$ cat src/rtl/lcd_ctrl_pkg.sv
// Shared types and constants for the HD44780 write-cycle controller.
package lcd_ctrl_pkg;

    typedef enum logic [2:0] {
        IDLE,
        SETUP,
        PULSE,
        HOLD,
        EXEC,
        INIT_WAIT
    } lcd_state_t;

    localparam int LCD_ON_BIT   = 31;
    localparam int LCD_BLON_BIT = 30;
    localparam int LCD_REQ_BIT  = 10;
    localparam int LCD_RS_BIT   = 9;

    localparam logic [7:0] CMD_CLEAR = 8'h01;
    localparam logic [7:0] CMD_HOME  = 8'h02;

    localparam int INIT_LEN = 6;
    // Function set 8-bit/2-line three times, display on, clear, entry mode.
    localparam logic [0:INIT_LEN-1][7:0] INIT_ROM = {8'h38, 8'h38, 8'h38, 8'h0C, 8'h01, 8'h06};

    // Clear and return-home (0x02/0x03) need the long execution wait.
    function automatic logic is_long_cmd(input logic rs, input logic [7:0] data);
        return !rs && ((data == CMD_CLEAR) || (data[7:1] == CMD_HOME[7:1]));
    endfunction

    function automatic int max_cyc(input int a, input int b);
        return (a > b) ? a : b;
    endfunction

endpackage

$ cat src/rtl/lcd_delay_cnt.sv
// Loadable down-counter that sets the dwell of every controller state.
module lcd_delay_cnt #(
    parameter int              CNT_W   = 8,
    parameter logic [CNT_W-1:0] RST_VAL = '0
) (
    input  logic             clk,
    input  logic             rst_n,
    input  logic             load,
    input  logic [CNT_W-1:0] load_val,
    output logic             done
);

    logic [CNT_W-1:0] cnt_reg;

    always_ff @(posedge clk) begin
        if (!rst_n) begin
            cnt_reg <= RST_VAL;
        end else if (load) begin
            cnt_reg <= load_val;
        end else if (cnt_reg != '0) begin
            cnt_reg <= cnt_reg - 1'b1;
        end
    end

    // A value of 1 means the current cycle is the last one of the dwell.
    assign done = (cnt_reg <= CNT_W'(1));

endmodule

$ cat src/rtl/lcd_ctrl.sv
// HD44780 write-cycle sequencer driven by a toggle-handshake LCD word.
// Optional power-up init sequence is enabled by defining LCD_CTRL_INIT_EN.
module lcd_ctrl
    import lcd_ctrl_pkg::*;
#(
    parameter int T_SETUP_CYC = 2,
    parameter int T_EN_CYC    = 12,
    parameter int T_HOLD_CYC  = 2,
    parameter int T_EXEC_CYC  = 2000,
    parameter int T_CLR_CYC   = 82000,
    parameter int T_PWR_CYC   = 750000
) (
    input  logic        i_clk,
    input  logic        i_rst_n,
    input  logic [31:0] i_lcd_word,
    output logic        o_busy,
    output logic        o_ack_tgl,
    output logic [7:0]  o_lcd_data,
    output logic        o_lcd_rs,
    output logic        o_lcd_rw,
    output logic        o_lcd_en,
    output logic        o_lcd_on,
    output logic        o_lcd_blon
);

    localparam int CNT_MAX = max_cyc(max_cyc(max_cyc(T_SETUP_CYC, T_EN_CYC),
                                             max_cyc(T_HOLD_CYC, T_EXEC_CYC)),
                                     max_cyc(T_CLR_CYC, T_PWR_CYC));
    localparam int CNT_W = $clog2(CNT_MAX) + 1;

    if (T_SETUP_CYC < 1 || T_EN_CYC < 1 || T_HOLD_CYC < 1 ||
        T_EXEC_CYC < 1 || T_CLR_CYC < 1 || T_PWR_CYC < 1) begin : g_bad_timing
        $error("lcd_ctrl: every T_*_CYC parameter must be at least 1");
    end

`ifdef LCD_CTRL_INIT_EN
    localparam lcd_state_t       RST_STATE = INIT_WAIT;
    localparam logic [CNT_W-1:0] CNT_RST   = CNT_W'(T_PWR_CYC);
`else
    localparam lcd_state_t       RST_STATE = IDLE;
    localparam logic [CNT_W-1:0] CNT_RST   = '0;
`endif

    lcd_state_t       state_reg, state_next;
    logic [7:0]       data_reg, data_next;
    logic             rs_reg, rs_next;
    logic             en_reg, en_next;
    logic             ack_reg, ack_next;
    logic             cnt_load;
    logic [CNT_W-1:0] cnt_val;
    logic             cnt_done;
    logic             pending;

`ifdef LCD_CTRL_INIT_EN
    logic [2:0]       init_idx_reg, init_idx_next;
    logic             init_act_reg, init_act_next;
`endif

    logic unused_word_bits;
    assign unused_word_bits = ^{i_lcd_word[29:11], i_lcd_word[8]};

    lcd_delay_cnt #(
        .CNT_W   (CNT_W),
        .RST_VAL (CNT_RST)
    ) u_delay (
        .clk      (i_clk),
        .rst_n    (i_rst_n),
        .load     (cnt_load),
        .load_val (cnt_val),
        .done     (cnt_done)
    );

    assign pending = i_lcd_word[LCD_REQ_BIT] ^ ack_reg;

    always_ff @(posedge i_clk) begin
        if (!i_rst_n) begin
            state_reg <= RST_STATE;
            data_reg  <= '0;
            rs_reg    <= 1'b0;
            en_reg    <= 1'b0;
            ack_reg   <= 1'b0;
        end else begin
            state_reg <= state_next;
            data_reg  <= data_next;
            rs_reg    <= rs_next;
            en_reg    <= en_next;
            ack_reg   <= ack_next;
        end
    end

`ifdef LCD_CTRL_INIT_EN
    always_ff @(posedge i_clk) begin
        if (!i_rst_n) begin
            init_idx_reg <= '0;
            init_act_reg <= 1'b1;
        end else begin
            init_idx_reg <= init_idx_next;
            init_act_reg <= init_act_next;
        end
    end
`endif

    always_comb begin
        state_next = state_reg;
        data_next  = data_reg;
        rs_next    = rs_reg;
        ack_next   = ack_reg;
        en_next    = 1'b0;
        cnt_load   = 1'b0;
        cnt_val    = CNT_W'(T_SETUP_CYC);
`ifdef LCD_CTRL_INIT_EN
        init_idx_next = init_idx_reg;
        init_act_next = init_act_reg;
`endif

        case (state_reg)
            IDLE: begin
                if (pending) begin
                    data_next  = i_lcd_word[7:0];
                    rs_next    = i_lcd_word[LCD_RS_BIT];
                    ack_next   = i_lcd_word[LCD_REQ_BIT];
                    cnt_load   = 1'b1;
                    cnt_val    = CNT_W'(T_SETUP_CYC);
                    state_next = SETUP;
                end
            end
            SETUP: begin
                if (cnt_done) begin
                    cnt_load   = 1'b1;
                    cnt_val    = CNT_W'(T_EN_CYC);
                    en_next    = 1'b1;
                    state_next = PULSE;
                end
            end
            PULSE: begin
                en_next = 1'b1;
                if (cnt_done) begin
                    cnt_load   = 1'b1;
                    cnt_val    = CNT_W'(T_HOLD_CYC);
                    en_next    = 1'b0;
                    state_next = HOLD;
                end
            end
            HOLD: begin
                if (cnt_done) begin
                    cnt_load   = 1'b1;
                    cnt_val    = is_long_cmd(rs_reg, data_reg) ? CNT_W'(T_CLR_CYC)
                                                                : CNT_W'(T_EXEC_CYC);
                    state_next = EXEC;
                end
            end
            EXEC: begin
                if (cnt_done) begin
                    state_next = IDLE;
`ifdef LCD_CTRL_INIT_EN
                    // Init commands chain straight into the next SETUP.
                    if (init_act_reg) begin
                        if (init_idx_reg == 3'(INIT_LEN - 1)) begin
                            init_act_next = 1'b0;
                        end else begin
                            init_idx_next = init_idx_reg + 3'd1;
                            data_next     = INIT_ROM[init_idx_reg + 3'd1];
                            rs_next       = 1'b0;
                            cnt_load      = 1'b1;
                            cnt_val       = CNT_W'(T_SETUP_CYC);
                            state_next    = SETUP;
                        end
                    end
`endif
                end
            end
            INIT_WAIT: begin
`ifdef LCD_CTRL_INIT_EN
                if (cnt_done) begin
                    data_next  = INIT_ROM[0];
                    rs_next    = 1'b0;
                    cnt_load   = 1'b1;
                    cnt_val    = CNT_W'(T_SETUP_CYC);
                    state_next = SETUP;
                end
`else
                state_next = IDLE;
`endif
            end
            default: state_next = IDLE;
        endcase
    end

    assign o_busy     = (state_reg != IDLE) | pending;
    assign o_ack_tgl  = ack_reg;
    assign o_lcd_data = data_reg;
    assign o_lcd_rs   = rs_reg;
    assign o_lcd_rw   = 1'b0;
    assign o_lcd_en   = en_reg;
    assign o_lcd_on   = i_lcd_word[LCD_ON_BIT];
    assign o_lcd_blon = i_lcd_word[LCD_BLON_BIT];

endmodule
$ cat config.mk
export PLATFORM = sky130hd
export DESIGN_NAME = lcd_ctrl
export DESIGN_NICKNAME = d
export VERILOG_FILES = /design/src/rtl/lcd_ctrl_pkg.sv /design/src/rtl/lcd_delay_cnt.sv /design/src/rtl/lcd_ctrl.sv
export SDC_FILE = /design/constraint.sdc
export NUM_CORES = 1
export LEC_CHECK = 0
export ABC_AREA = 0
export CAP_MARGIN = 5
export CORE_MARGIN = 2
export CORE_UTILIZATION = 51
export CTS_BUF_LIST = sky130_fd_sc_hd__clkbuf_4 sky130_fd_sc_hd__clkbuf_8
export CTS_CLUSTER_DIAMETER = 150
export DETAILED_ROUTE_END_ITERATION = 12
export PLACE_DENSITY = 0.83
export SLEW_MARGIN = 20
export SYNTH_ARGS = -nofsm -noshare
export SYNTH_HDL_FRONTEND = slang
export SYNTH_HIERARCHICAL = 1
export SYNTH_SLANG_ARGS = --single-unit
$ cat constraint.sdc
create_clock -name i_clk -period 3.75 [get_ports i_clk]
set_input_delay 0.375 -clock i_clk [delete_from_list [all_inputs] [get_ports i_clk]]
set_output_delay 0.375 -clock i_clk [all_outputs]
set_load 0.02 [all_outputs]
# Word level (Yosys, flattened, before mapping)
# Cells that the tools add are included.
# totals
register_bits	35
out_inout_bits	15
elab_cells	48
# op_classes
n_addsub	1
magnitude_cmp	1
n_eq_ne	11
n_mux	17
bitwise	2
reduce_logical	10
# ops
operator	n
two-way mux 21 bit	2
two-way mux 17 bit	2
case mux 17 bit (2 select lines)	1
<= comparator 21 x 1 -> 1 bit (second input constant)	1
nonzero test 21 bit	1
subtractor 21 x 1 -> 21 bit (second input constant)	1
two-way mux 3 bit	5
case mux 3 bit (5 select lines)	1
inequality test 2 bit (second input constant)	5
equality test 8 x 1 -> 1 bit (second input constant)	1
equality test 7 x 1 -> 1 bit (second input constant)	1
equality test 3 x 2 -> 1 bit (second input constant)	2
AND reduction 5 bit	1
two-way mux 4 bit	1
case mux 1 bit (2 select lines)	2
equality test 3 x 1 -> 1 bit (second input constant)	1
equality test 3 bit (second input constant)	1
logical NOT 3 bit	1
two-way mux 1 bit	3
nonzero test 3 bit	1
OR reduction 3 bit	1
AND reduction 2 bit	1
nonzero test 2 bit	1
logical AND 1 bit	1
other kinds (4)	4

# Longest topological paths before layout
# Gate-level depths: netlist (run 1).
# logic_depth
word_depth	7
mapped_depth	12
ltp_nobuf	11

# By module
# The synthesis (run 1) kept the hierarchy.
# by_module_without_submodules
mod	instances	cells_each	area_each_um2	seq_area_each_um2
lcd_delay_cnt	1	143	1228.7	420.4
lcd_ctrl	1	78	700.7	280.3

# Least setup slack after synthesis (run 1)
# Ideal clock, no wire load.
# synth_path
path_type	register -> register
from	register u_delay.cnt_reg[14]
to	register u_delay.cnt_reg[10]
setup_time_ns	0.115
arrival_ns	3.066
required_time_ns	3.635
path_slack_ns	0.569
path_stages_with_launch	11
period_less_slack_ns	3.181
cell_sequence	dfxtp_1 or3_1 or4_4 nor4_1 nor2b_1 o21ai_0 nand2b_1 clkbuf_1 clkbuf_1 o21ai_0 and2_1
# synth_between
elab_chain_len	4
elab_cells_between_ends	8
classes_between	order compare: 1; mux: 5; reduce/logical: 2
# synth_lines
element	line_no	source
start, declared	lcd_delay_cnt.sv:13	logic [CNT_W-1:0] cnt_reg;
start signal, assigned	lcd_delay_cnt.sv:19	cnt_reg <= load_val;
start signal, assigned	lcd_delay_cnt.sv:21	cnt_reg <= cnt_reg - 1'b1;
<= comparator 21 x 1 -> 1 bit (*)	lcd_delay_cnt.sv:26	assign done = (cnt_reg <= CNT_W'(1));
net cnt_done	lcd_ctrl.sv:51	logic cnt_done;
two-way mux 1 bit (*)	lcd_ctrl.sv:128, lcd_ctrl.sv:137, lcd_ctrl.sv:145	
case mux 1 bit (2 select lines) (*)	lcd_ctrl.sv:116	case (state_reg)
net cnt_load	lcd_ctrl.sv:49	logic cnt_load;
two-way mux 21 bit or nonzero test 2 bit (tied branches)	-	
# The timed path passes the listed nets; every way through them passes the cells marked *.
# A chain may end at the register's enable or synchronous reset.

# Worst setup path in the final report (run 1)
# layout_path
from	register u_delay.cnt_reg[14]
to	register u_delay.cnt_reg[7]
# layout_between
elab_chain_len	4
elab_cells_between_ends	8
classes_between	order compare: 1; mux: 5; reduce/logical: 2
# layout_lines
element	line_no
<= comparator 21 x 1 -> 1 bit (*)	lcd_delay_cnt.sv:26
net cnt_done	lcd_ctrl.sv:51
two-way mux 17 bit or two-way mux 1 bit (tied branches)	lcd_ctrl.sv:145, lcd_ctrl.sv:128, lcd_ctrl.sv:137
case mux 17 bit (2 select lines) or case mux 1 bit (2 select lines) (tied branches)	lcd_ctrl.sv:116
two-way mux 21 bit or nonzero test 2 bit (tied branches)	-
# Marked as above.

==> results of run 1 <==
Yosys cell counts, types with 2 or more instances:
cell type,instances
dfxtp_1,35
nand2_1,30
nor2_1,15
mux2i_1,14
nand2b_1,12
nor3_1,11
xor2_1,11
o211a_1,7
a21oi_1,6
clkbuf_1,6
nor2b_1,6
o21ai_0,6
xnor2_1,6
nor4_1,5
o21a_1,4
and2_1,3
buf_4,3
ha_1,3
nand4_1,3
nor3b_1,3
and3_1,2
and3b_1,2
buf_2,2
inv_1,2
nand3_1,2
o31a_1,2
power by group through the flow:
stage | sequential, mW | clock, mW | combinational [mW]
5_1_grt | 0.583 | 0.294 | 0.854
4_1_cts | 0.566 | 0.277 | 0.767
3_5_place_dp | 0.573 | 0 | 0.750
6_report | 0.567 | 0.268 | 0.772
3_3_place_gp | 0.569 | 0 | 0.727
2_1_floorplan | 0.571 | 0 | 0.572
cells in the final DEF, fill, tap and decap left out, types with 2 or more instances in the layout:
cell type / synthesis / final
nor3_1: 11 / 11
xnor2_1: 6 / 6
o31a_1: 2 / 2
nand3_1: 2 / 2
nand2b_1: 12 / 12
nand2_1: 30 / 30
nor4_1: 5 / 5
xor2_1: 11 / 11
and3_1: 2 / 2
clkdlybuf4s50_1: 0 / 23
ha_1: 3 / 3
and2_1: 3 / 3
a21oi_1: 6 / 6
inv_1: 2 / 2
conb_1: 1 / 11
mux2i_1: 14 / 14
nand4_1: 3 / 3
nor2b_1: 6 / 6
clkbuf_8: 0 / 6
o211a_1: 7 / 7
o21ai_0: 6 / 6
nor3b_1: 3 / 3
and3b_1: 2 / 2
buf_4: 3 / 5
nor2_1: 15 / 15
o21a_1: 4 / 4
dfxtp_1: 35 / 35
worst register-to-register path, delay by kind of cell, from the launching register on:
kind / cells / cell delay [ns]
AOI/OAI and AO/OA: 3 / 0.62
buffers and inverters: 1 / 0.20
DFF: 1 / 0.34
and+or+nand+nor: 7 / 1.98
layer usage:
metal  track usage [%]  up-vias  share of wire, %
met1             24.03      744                45
met3             5.308        2               3.4
met4             6.771        0              0.66
li1                  -      821                 -
met5                 0        -                 0
met2             33.80       23                51
through the flow:
stage	total power [mW]	hold slack (ns)	std cells	setup WS, ns	utilization [%]
after floorplan	1.143	0.4925	231	0.5689	-
after detailed placement	1.324	0.4697	294	0.5994	60.46
after CTS	1.610	0.4812	301	0.5630	62.85
after global routing	1.732	0.5028	301	0.3375	62.85
final	1.608	0.4786	301	0.5586	62.85
after global placement	1.296	0.4571	294	0.6757	60.46
layout make-up:
cell class | count | area (sq um) | share of cell area [%]
tap | 48 | 60.06 | 2.610
clock buffer | 6 | 82.58 | 3.589
clock inverter | 1 | 5.005 | 0.2175
inverter | 2 | 7.507 | 0.3263
multi-input combinational | 181 | 1177 | 51.17
sequential | 35 | 700.7 | 30.45
timing repair buffer | 28 | 267.8 | 11.64
kinds of logic after synthesis:
group | synth area share, %
compound gates | 11.67
xor+xnor | 7.717
fa+ha+maj | 1.946
buf+inv | 4.604
flops | 36.32
mux | 7.263
other cells | 0.1944
simple gates | 30.29
how the worst max path moves through the flow:
stage                             start                   to  slack [ns]  cells after the start
finish              u_delay/cnt_reg[14]   u_delay/cnt_reg[7]        0.56                     11
global route        u_delay/cnt_reg[14]   u_delay/cnt_reg[7]        0.34                     11
CTS                 u_delay/cnt_reg[14]   u_delay/cnt_reg[7]        0.56                     11
detailed placement  u_delay/cnt_reg[14]   u_delay/cnt_reg[7]        0.60                     11
global placement    u_delay/cnt_reg[14]   u_delay/cnt_reg[7]        0.68                     11
floorplan           u_delay/cnt_reg[14]  u_delay/cnt_reg[10]        0.57                     10
==> results.md, run 1 <==
- CP max-delay cell: or4_4
- Crit Reg-Reg Endpoint: u_delay/cnt_reg[7]
- RD Place Congestion: 0.7730
- Final hold vios: 0
- Type of element launching the critical path: flip-flop
- Crit Path Class: flip-flop to flip-flop
- Slew HR: 39.62%
- Drt via density: 5.282
- DIE AREA: 4291 sq um
- Final setup TNS: 0 ns
- Largest net degree at the start of global routing: 41
- Crit-path leading delay family: simple AND/OR/NAND/NOR gates
- Static leakage: 1.001 nW
- TritonRoute pass-1 iters: 4
- Synth unique cells: 46
- Predominant post-synthesis flop cell: dfxtp_1
- Syn_area_per_cell: 8.730 sq um
- Initial Utilization: 52.70%
- Number of flip-flops in the largest register: 21
- Buf/Inv on CP: 1
- Critical Path RT: 3.97 ns
- Routed Antenna Nets: 0
- Crit path cell chain: or3_1, or4_4, nor4_1, buf_4, nor2b_1, and3_1, a21boi_0, nand2_1, o41ai_1, and3b_1, a31o_1
- Via count: 1,590
- Worst R2R Setup Slack: 0.56 ns
- Cts bufs inserted: 5
- All-Layer GR Usage: 19.80%
- Delay of the slowest critical-path stage: 0.48 ns
- Ant diodes: 0
- Wirelength per Cell: 12.66 microns
- Clk slew on worst S/H paths: 0.06 ns
- Max VDD drop: 0.3526 mV
- Critical path arrival: 3.41 ns
- Site Rows: 22
- Crit end category: flip-flop
- Async set-reset flop share out of synthesis: 0%
- DRT iter0 DRCs: 65
- #FFs+latches synth: 35
- Post-synth top area share: 36.32%
- Synth warnings: 6
- Die width: 65.51 microns
- CTS Hold Bufs: 0
- Routed WL: 3812 microns
- Cells resized by post-CTS repair: 0
- Clk Latency, worst-skew pair: 0.28 ns
- Clock share of power: 16.7%
- Share of layout cells above drive strength 1: 7.115%
- Sequential share of power: 35.3%
- Fillers: 315
- I/O Pins: 49
- Psw: 0.6428 mW
- Mapped Cells: 221
- Int Pwr: 0.9654 mW
- Clock Skew: 0.004446 ns
- Die Y: 65.51 microns
- Critical path peak fanout: 6
- Port Buffers: 23
- Total clock sinks: 35
- Setup bufs post-CTS: 0
- Fmax: 0.3133 GHz
- Final number of setup-violating endpoints: 0
- Gr ovfl total: 0
- CTS max path bufs: 2
- Synth top area cells: dfxtp_1 (36%), mux2i_1 (7.3%), nand2_1 (5.8%)
- Post-synthesis sequential area ratio: 36.32%
- First-pass GRT wire length: 6465 microns
- Fin. max-slew vios: 0
- Area after DPL: 2213 sq um
- Area growth from synthesis to layout: 19.26%
- Worst-Margin Slew: 0.9028 ns
- Max-Cap Viols: 0
- Synth Cell Area: 1929 sq um
- Area of the core: 3661 sq um
- Post-synth EDFFs: 0
- Comb pwr share: 48.0%
- Worst Reg-to-Reg Cells: 11
- Outcome: finished, final reports clean
- DRC violations left: 0
- RSZ-0062 raised after global routing: false
- Pwr Density: 699.0 nW/um^2
- FF-to-FF Start: u_delay/cnt_reg[14]
- Sw frac: 39.97%
- Fin crit share: 85.11%
- WHS Endpoint: o_lcd_data[3]
- Post-DP HPWL: 2567 microns
- Area leader, netlist: dfxtp_1
- Post-route cell area: 2301 sq um
- Root Driver: clkbuf_8
- Final Net Count: 290
- Htree depth: 2
- Hold Path Class: flip-flop to flip-flop
- Hold path depth: 2
- Min-delay src: o_lcd_data[3]
- Final min period: 3.191 ns
- Initial antenna violation count: 0
- CTS tree: yes
- Number of global-route vias before repair: 1,471
Note: power is estimated with default switching activity, not from simulation.
==> run 2, diff against run 1 <==
- clock period: 3.75 -> 3.4 ns (I/O delays scaled with it)
==> run 2 against run 1 <==
  * Via count shrank 2.5%
  * Clock power increased by 34%
  * Fmax grew 3.8%
  * Setup slack got worse by 0.23 ns
  * Die area did not move
  * Register-to-register slack worse by 0.23 ns
  * Cell count grew 0.33%
  * Critical endpoint unchanged
  * Largest power group unchanged
==> results.md, run 2 (same netlist as run 1, synthesis figures left out) <==
- Outcome: finished, final reports clean
- Clock Skew: 0.009911 ns (+0.005466 ns)
- Clk Latency, worst-skew pair: 0.29 ns (about the same)
- Multi-input logic area: 1177 sq um (unchanged)
- Fillers: 326 (+3.5%)
- TritonRoute pass-1 iters: 4 (unchanged)
- Crit-path leading delay family: simple AND/OR/NAND/NOR gates
- Routed Antenna Nets: 0 (unchanged)
- Final hold vios: 0 (unchanged)
- Cells resized by post-CTS repair: 0 (unchanged)
- Drt via density: 5.136 (-2.8%)
- Area after DPL: 2221 sq um (+0.34%)
- Final Net Count: 291 (+0.34%)
- Final setup TNS: 0 ns (unchanged)
- DIE AREA: 4291 sq um (unchanged)
- Die Y: 65.51 microns (unchanged)
- Slew HR: 43.59% (+4.0 points)
- Hold Path Class: flip-flop to flip-flop
- Clk slew on worst S/H paths: 0.06 ns (about the same)
- Cell Count Post-Placement: 295 (+0.34%)
- Crit end category: flip-flop
- Site Rows: 22 (unchanged)
- Htree depth: 2 (unchanged)
- Ant diodes: 0 (unchanged)
- All-Layer GR Usage: 18.47% (-1.3 points)
- RSZ-0062 raised after global routing: false
- Layout Cells excl Fill: 302 (+0.33%)
- Type of element launching the critical path: flip-flop
- Via count: 1,551 (-2.5%)
- Crit Path Class: flip-flop to flip-flop
- Post-DP HPWL: 2569 microns (about the same)
- Total clock sinks: 35 (unchanged)
- Final min period: 3.073 ns (-0.1181 ns)
- DRC violations left: 0 (unchanged)
- Gr ovfl total: 0 (unchanged)
- I/O Pins: 49 (unchanged)
- Reg area: 700.7 sq um (unchanged)
- Fin crit share: 90.39% (+5.3 points)
- Critical path arrival: 3.30 ns (-0.11 ns)
- Max-Cap Viols: 0 (unchanged)
- Fmax: 0.3254 GHz (+3.8%)
- Most frequent cells in the layout: dfxtp_1 (35), nand2_1 (30), clkdlybuf4s50_1 (23), nor2_1 (15), mux2i_1 (14)
- Static leakage: 1.014 nW (+1.2%)
- Crit path cell chain: or3_1, or4_4, nor4_1, nor2b_1, and3_1, a21boi_0, nand2_1, o41ai_1, and3b_1, a31o_1
- Wirelength per Cell: 12.02 microns (-5.1%)
- RD Place Congestion: 0.7837 (+1.4%)
- Final number of setup-violating endpoints: 0 (unchanged)
- Setup bufs post-CTS: 0 (unchanged)
- Largest net degree at the start of global routing: 41 (unchanged)
- Delay of the slowest critical-path stage: 0.48 ns (about the same)
- Post-route cell area: 2327 sq um (+1.1%)
- Root Driver: clkbuf_8
- DRT iter0 DRCs: 49 (-25%)
- Area of the core: 3661 sq um (unchanged)
- Number of global-route vias before repair: 1,358 (-7.7%)
- Fin. max-slew vios: 0 (unchanged)
- Die width: 65.51 microns (unchanged)
- Final Util: 63.57% (+0.72 points)
- First-pass GRT wire length: 6030 microns (-6.7%)
- Initial antenna violation count: 0 (unchanged)
- CTS tree: yes
- Share of layout cells above drive strength 1: 7.480% (+0.37 points)
- Initial Utilization: 52.70% (unchanged)
- Buf/Inv on CP: 0 (-1)
- Critical Path RT: 3.63 ns (-0.34 ns)
- CTS Hold Bufs: 0 (unchanged)
- Port Buffers: 23 (unchanged)
- Worst-Margin Slew: 0.8443 ns (-0.05857 ns)
- Routed WL: 3630 microns (-4.8%)
- CTS max path bufs: 2 (unchanged)
- Final Power: 1.824 mW (+13%)
- Cts bufs inserted: 5 (unchanged)
- Max VDD drop: 0.4992 mV (+42%)
- CP max-delay cell: or4_4
- Pwr Density: 783.6 nW/um^2 (+12%)
- Most common cell after layout, fill and taps aside: dfxtp_1
- Area growth from synthesis to layout: 20.62%
- Number of flip-flops in the largest register: 21 (unchanged)
- Critical path peak fanout: 5 (-1)
==> run 2: cell types whose count changed in the layout (fill, tap and decap cells not counted), sizes merged <==
cell and delta:
buf +1, bufinv +1, clkinv -1
==> run 2: layer usage <==
layer	routed length, microns	track usage, %
met5	0	0
met3	146	5.651
met2	1721	29.72
met1	1711	23.30
met4	50	6.771
==> run 2: stage by stage <==
step | hold WS, ns | setup slack, ns
floorplan | 0.4575 | 0.2189
global placement | 0.4584 | 0.3398
detailed placement | 0.4680 | 0.3058
CTS | 0.4781 | 0.2964
global route | 0.5030 | 0.1335
finish | 0.4754 | 0.3267
==> run 2: worst register-to-register path, cell delays in order, from the launching register on <==
cell and delay (ns):
dfxtp_1 0.33, or3_1 0.40, or4_4 0.48, nor4_1 0.41, nor2b_1 0.25, and3_1 0.27
a21boi_0 0.43, nand2_1 0.10, o41ai_1 0.07, and3b_1 0.19, a31o_1 0.09
==> run 2: final timing paths <==
kind	slack, ns	cells past startpoint	to	startpoint
worst max register to register	0.33	10	u_delay/cnt_reg[7]	u_delay/cnt_reg[14]
worst max-delay path	0.33	10	u_delay/cnt_reg[7]	u_delay/cnt_reg[14]
worst min-delay path	0.48	2	o_lcd_data[7]	o_lcd_data[7]
worst min register to register	0.48	2	o_lcd_data[7]	o_lcd_data[7]
==> run 2: area by class of cell <==
type / instances / share of cell area (%)
clock buffer: 6 / 3.280
clock inverter: 1 / 1.290
inverter: 2 / 0.3226
multi-input combinational: 181 / 50.59
sequential: 35 / 30.11
tap: 48 / 2.581
timing repair buffer: 29 / 11.83
==> run 2: report_power, final <==
part / internal (mW) / leakage [nW] / switching, mW / total [mW]
registers: 0.519 / 0.288 / 0.106 / 0.625
logic: 0.387 / 0.671 / 0.452 / 0.839
clock network: 0.223 / 0.0547 / 0.137 / 0.360
total: 1.13 / 1.01 / 0.695 / 1.82
==> run 3, diff against run 2 <==
- CORE_ASPECT_RATIO: not set -> 2
==> run 3 against run 2 <==
  * Power decreased by 1.4%
  * Highest routed layer unchanged
  * First-iteration DRC count decreased by 45%
  * Cell count increased by 1.7%
  * Clock skew decreased by 0.00053 ns
  * Via count increased by 5.7%
  * Critical path type unchanged
  * Clock power decreased by 16%
  * Critical path depth unchanged
==> results.md, run 3 (same netlist as run 1, synthesis figures left out) <==
- All-Layer GR Usage: 22.20% (+3.7 points)
- Clock Skew: 0.009383 ns (-0.0005281 ns)
- Post-place setup slack: 0.3699 ns (+0.06406 ns)
- CTS Hold Bufs: 0 (unchanged)
- Clk slew on worst S/H paths: 0.08 ns (+0.02 ns)
- Fmax: 0.3271 GHz (+0.53%)
- Type of element launching the critical path: flip-flop
- Final setup TNS: 0 ns (unchanged)
- Static leakage: 1.019 nW (+0.53%)
- Most common cell after layout, fill and taps aside: dfxtp_1
- Post-DP HPWL: 2973 microns (+16%)
- DRC violations left: 0 (unchanged)
- Hold WS: 0.4845 ns (+0.009118 ns)
- Fin crit share: 89.92% (-0.47 points)
- Total clock sinks: 35 (unchanged)
- Capture point of the worst path: u_delay/cnt_reg[7]
- Routed Antenna Nets: 0 (unchanged)
- Port Buffers: 23 (unchanged)
- RD Place Congestion: 0.8004 (+2.1%)
- Critical Path RT: 3.59 ns (-0.04 ns)
- Delay of the slowest critical-path stage: 0.49 ns (about the same)
- Clock share of power: 16.9% (-2.8 points)
- Number of global-route vias before repair: 1,646 (+21%)
- Die width: 47.49 microns (-28%)
- Max-Cap Viols: 0 (unchanged)
- Start point of the critical path: u_delay/cnt_reg[14]
- Fillers: 294 (-9.8%)
- Crit Path Class: flip-flop to flip-flop
- Crit Reg-Reg Endpoint: u_delay/cnt_reg[7]
- I/O Pins: 49 (unchanged)
- Pwr Density: 770.3 nW/um^2 (-1.7%)
- Reg area: 700.7 sq um (unchanged)
- Htree depth: 2 (unchanged)
- Cells resized by post-CTS repair: 0 (unchanged)
- Wirelength per Cell: 13.06 microns (+8.6%)
- Final hold vios: 0 (unchanged)
- Critical path arrival: 3.24 ns (-0.06 ns)
- Final min period: 3.057 ns (-0.01605 ns)
- Worst Reg-to-Reg Cells: 10 (unchanged)
- CTS max path bufs: 2 (unchanged)
- Worst R2R Setup Slack: 0.34 ns (+0.02 ns)
- Area of the core: 3607 sq um (-1.5%)
- Crit path cell chain: or3_1, or4_4, nor4_1, nor2b_1, o21ai_0, nand2b_1, buf_4, o41ai_1, and3b_1, a31o_1
- Number of flip-flops in the largest register: 21 (unchanged)
- Outcome: finished, final reports clean
- Clk Latency, worst-skew pair: 0.29 ns (about the same)
- Initial antenna violation count: 0 (unchanged)
- FF-to-FF Start: u_delay/cnt_reg[14]
- Max VDD drop: 0.4586 mV (-8.1%)
- Setup bufs post-CTS: 0 (unchanged)
- Psw: 0.7250 mW (+4.3%)
- Fin. max-slew vios: 0 (unchanged)
- Critical path peak fanout: 40 (+35)
- Comb pwr share: 48.2% (+2.2 points)
- TritonRoute pass-1 iters: 5 (+1)
- Site Rows: 31 (+41%)
- RSZ-0062 raised after global routing: false
- Area after DPL: 2245 sq um (+1.1%)
- Hold path depth: 2 (unchanged)
- Routed WL: 4008 microns (+10%)
- Int Pwr: 1.072 mW (-5.0%)
- CTS tree: yes
- DIE AREA: 4321 sq um (+0.69%)
- Cts bufs inserted: 5 (unchanged)
- First-pass GRT wire length: 7010 microns (+16%)
- Crit end category: flip-flop
- Post-route cell area: 2333 sq um (+0.27%)
- Die Y: 90.98 microns (+39%)
- DRT iter0 DRCs: 27 (-45%)
- Via count: 1,639 (+5.7%)
- Final setup margin: 0.3427 ns (+0.01605 ns)
- Root Driver: clkbuf_8
- CP max-delay cell: or4_4
- Multi-input logic area: 1177 sq um (unchanged)
- Hold Path Class: flip-flop to flip-flop
- Most frequent cells in the layout: dfxtp_1 (35), nand2_1 (30), clkdlybuf4s50_1 (23), nor2_1 (15), mux2i_1 (14)
- Area growth from synthesis to layout: 20.95%
- Sequential share of power: 35.0% (+0.7 points)
- Final Net Count: 294 (+1.0%)
- Initial Utilization: 53.49% (+0.79 points)
- Largest net degree at the start of global routing: 41 (unchanged)
- Final number of setup-violating endpoints: 0 (unchanged)
- Share of layout cells above drive strength 1: 8.915% (+1.4 points)
- Drt via density: 5.339 (+4.0%)
- Gr ovfl total: 0 (unchanged)
- Ant diodes: 0 (unchanged)
- Sw frac: 40.33% (+2.2 points)
==> run 3: cell count changes in the layout (fill, tap and decap cells not counted), sizes merged <==
| cell | change |
|---|---|
| clkinv | +1 |
| buf | +3 |
| clkinvlp | +1 |
| bufinv | -1 |
==> run 3: how the worst min path moves through the flow <==
stage                   from                  to  slack [ns]
3_3_place_gp   o_lcd_data[6]       o_lcd_data[6]        0.46
6_report            o_lcd_rs            o_lcd_rs        0.48
5_1_grt        o_lcd_data[1]       o_lcd_data[1]        0.51
2_1_floorplan        i_rst_n  u_delay/cnt_reg[0]        0.46
4_1_cts             o_lcd_rs            o_lcd_rs        0.49
3_5_place_dp        o_lcd_rs            o_lcd_rs        0.47
==> run 3: power groups by stage <==
stage               logic (mW)  registers (mW)  clock network (mW)
finish                   0.866           0.629               0.303
detailed placement       0.858           0.637                   0
global route             0.963           0.645               0.324
floorplan                0.631           0.630                   0
global placement         0.834           0.633                   0
CTS                      0.867           0.628               0.310
==> run 3: critical path, delay by kind of cell (launching register included) <==
kind	cells	cell delay (ns)
and+or+nand+nor	6	1.83
DFF	1	0.34
AOI/OAI and AO/OA	3	0.40
buffers and inverters	1	0.37
==> run 3: metal layers <==
metal  track usage [%]  part of all wire, %  vias to the layer above
li1                  -                    -                      828
met1             22.22                   36                      766
met2             38.96                   58                       38
met3             5.567                  3.1                        7
met4             10.42                  2.6                        0
met5                 0                    0                        -
==> run 3: stage by stage <==
stage	cells	utilization [%]	total power, mW
CTS	307	64.69	1.805
global placement	299	62.23	1.468
global route	307	64.69	1.932
detailed placement	299	62.23	1.495
finish	307	64.69	1.797
floorplan	231	-	1.261
==> run 3: layout make-up <==
| type | instances | area share [%] |
|---|---|---|
| clock buffers | 6 | 3.271 |
| clock inverters | 2 | 0.5362 |
| inverters | 2 | 0.3217 |
| multi-input cells | 181 | 50.46 |
| flip-flops and latches | 35 | 30.03 |
| well taps | 49 | 2.627 |
| repair buffers | 32 | 12.76 |
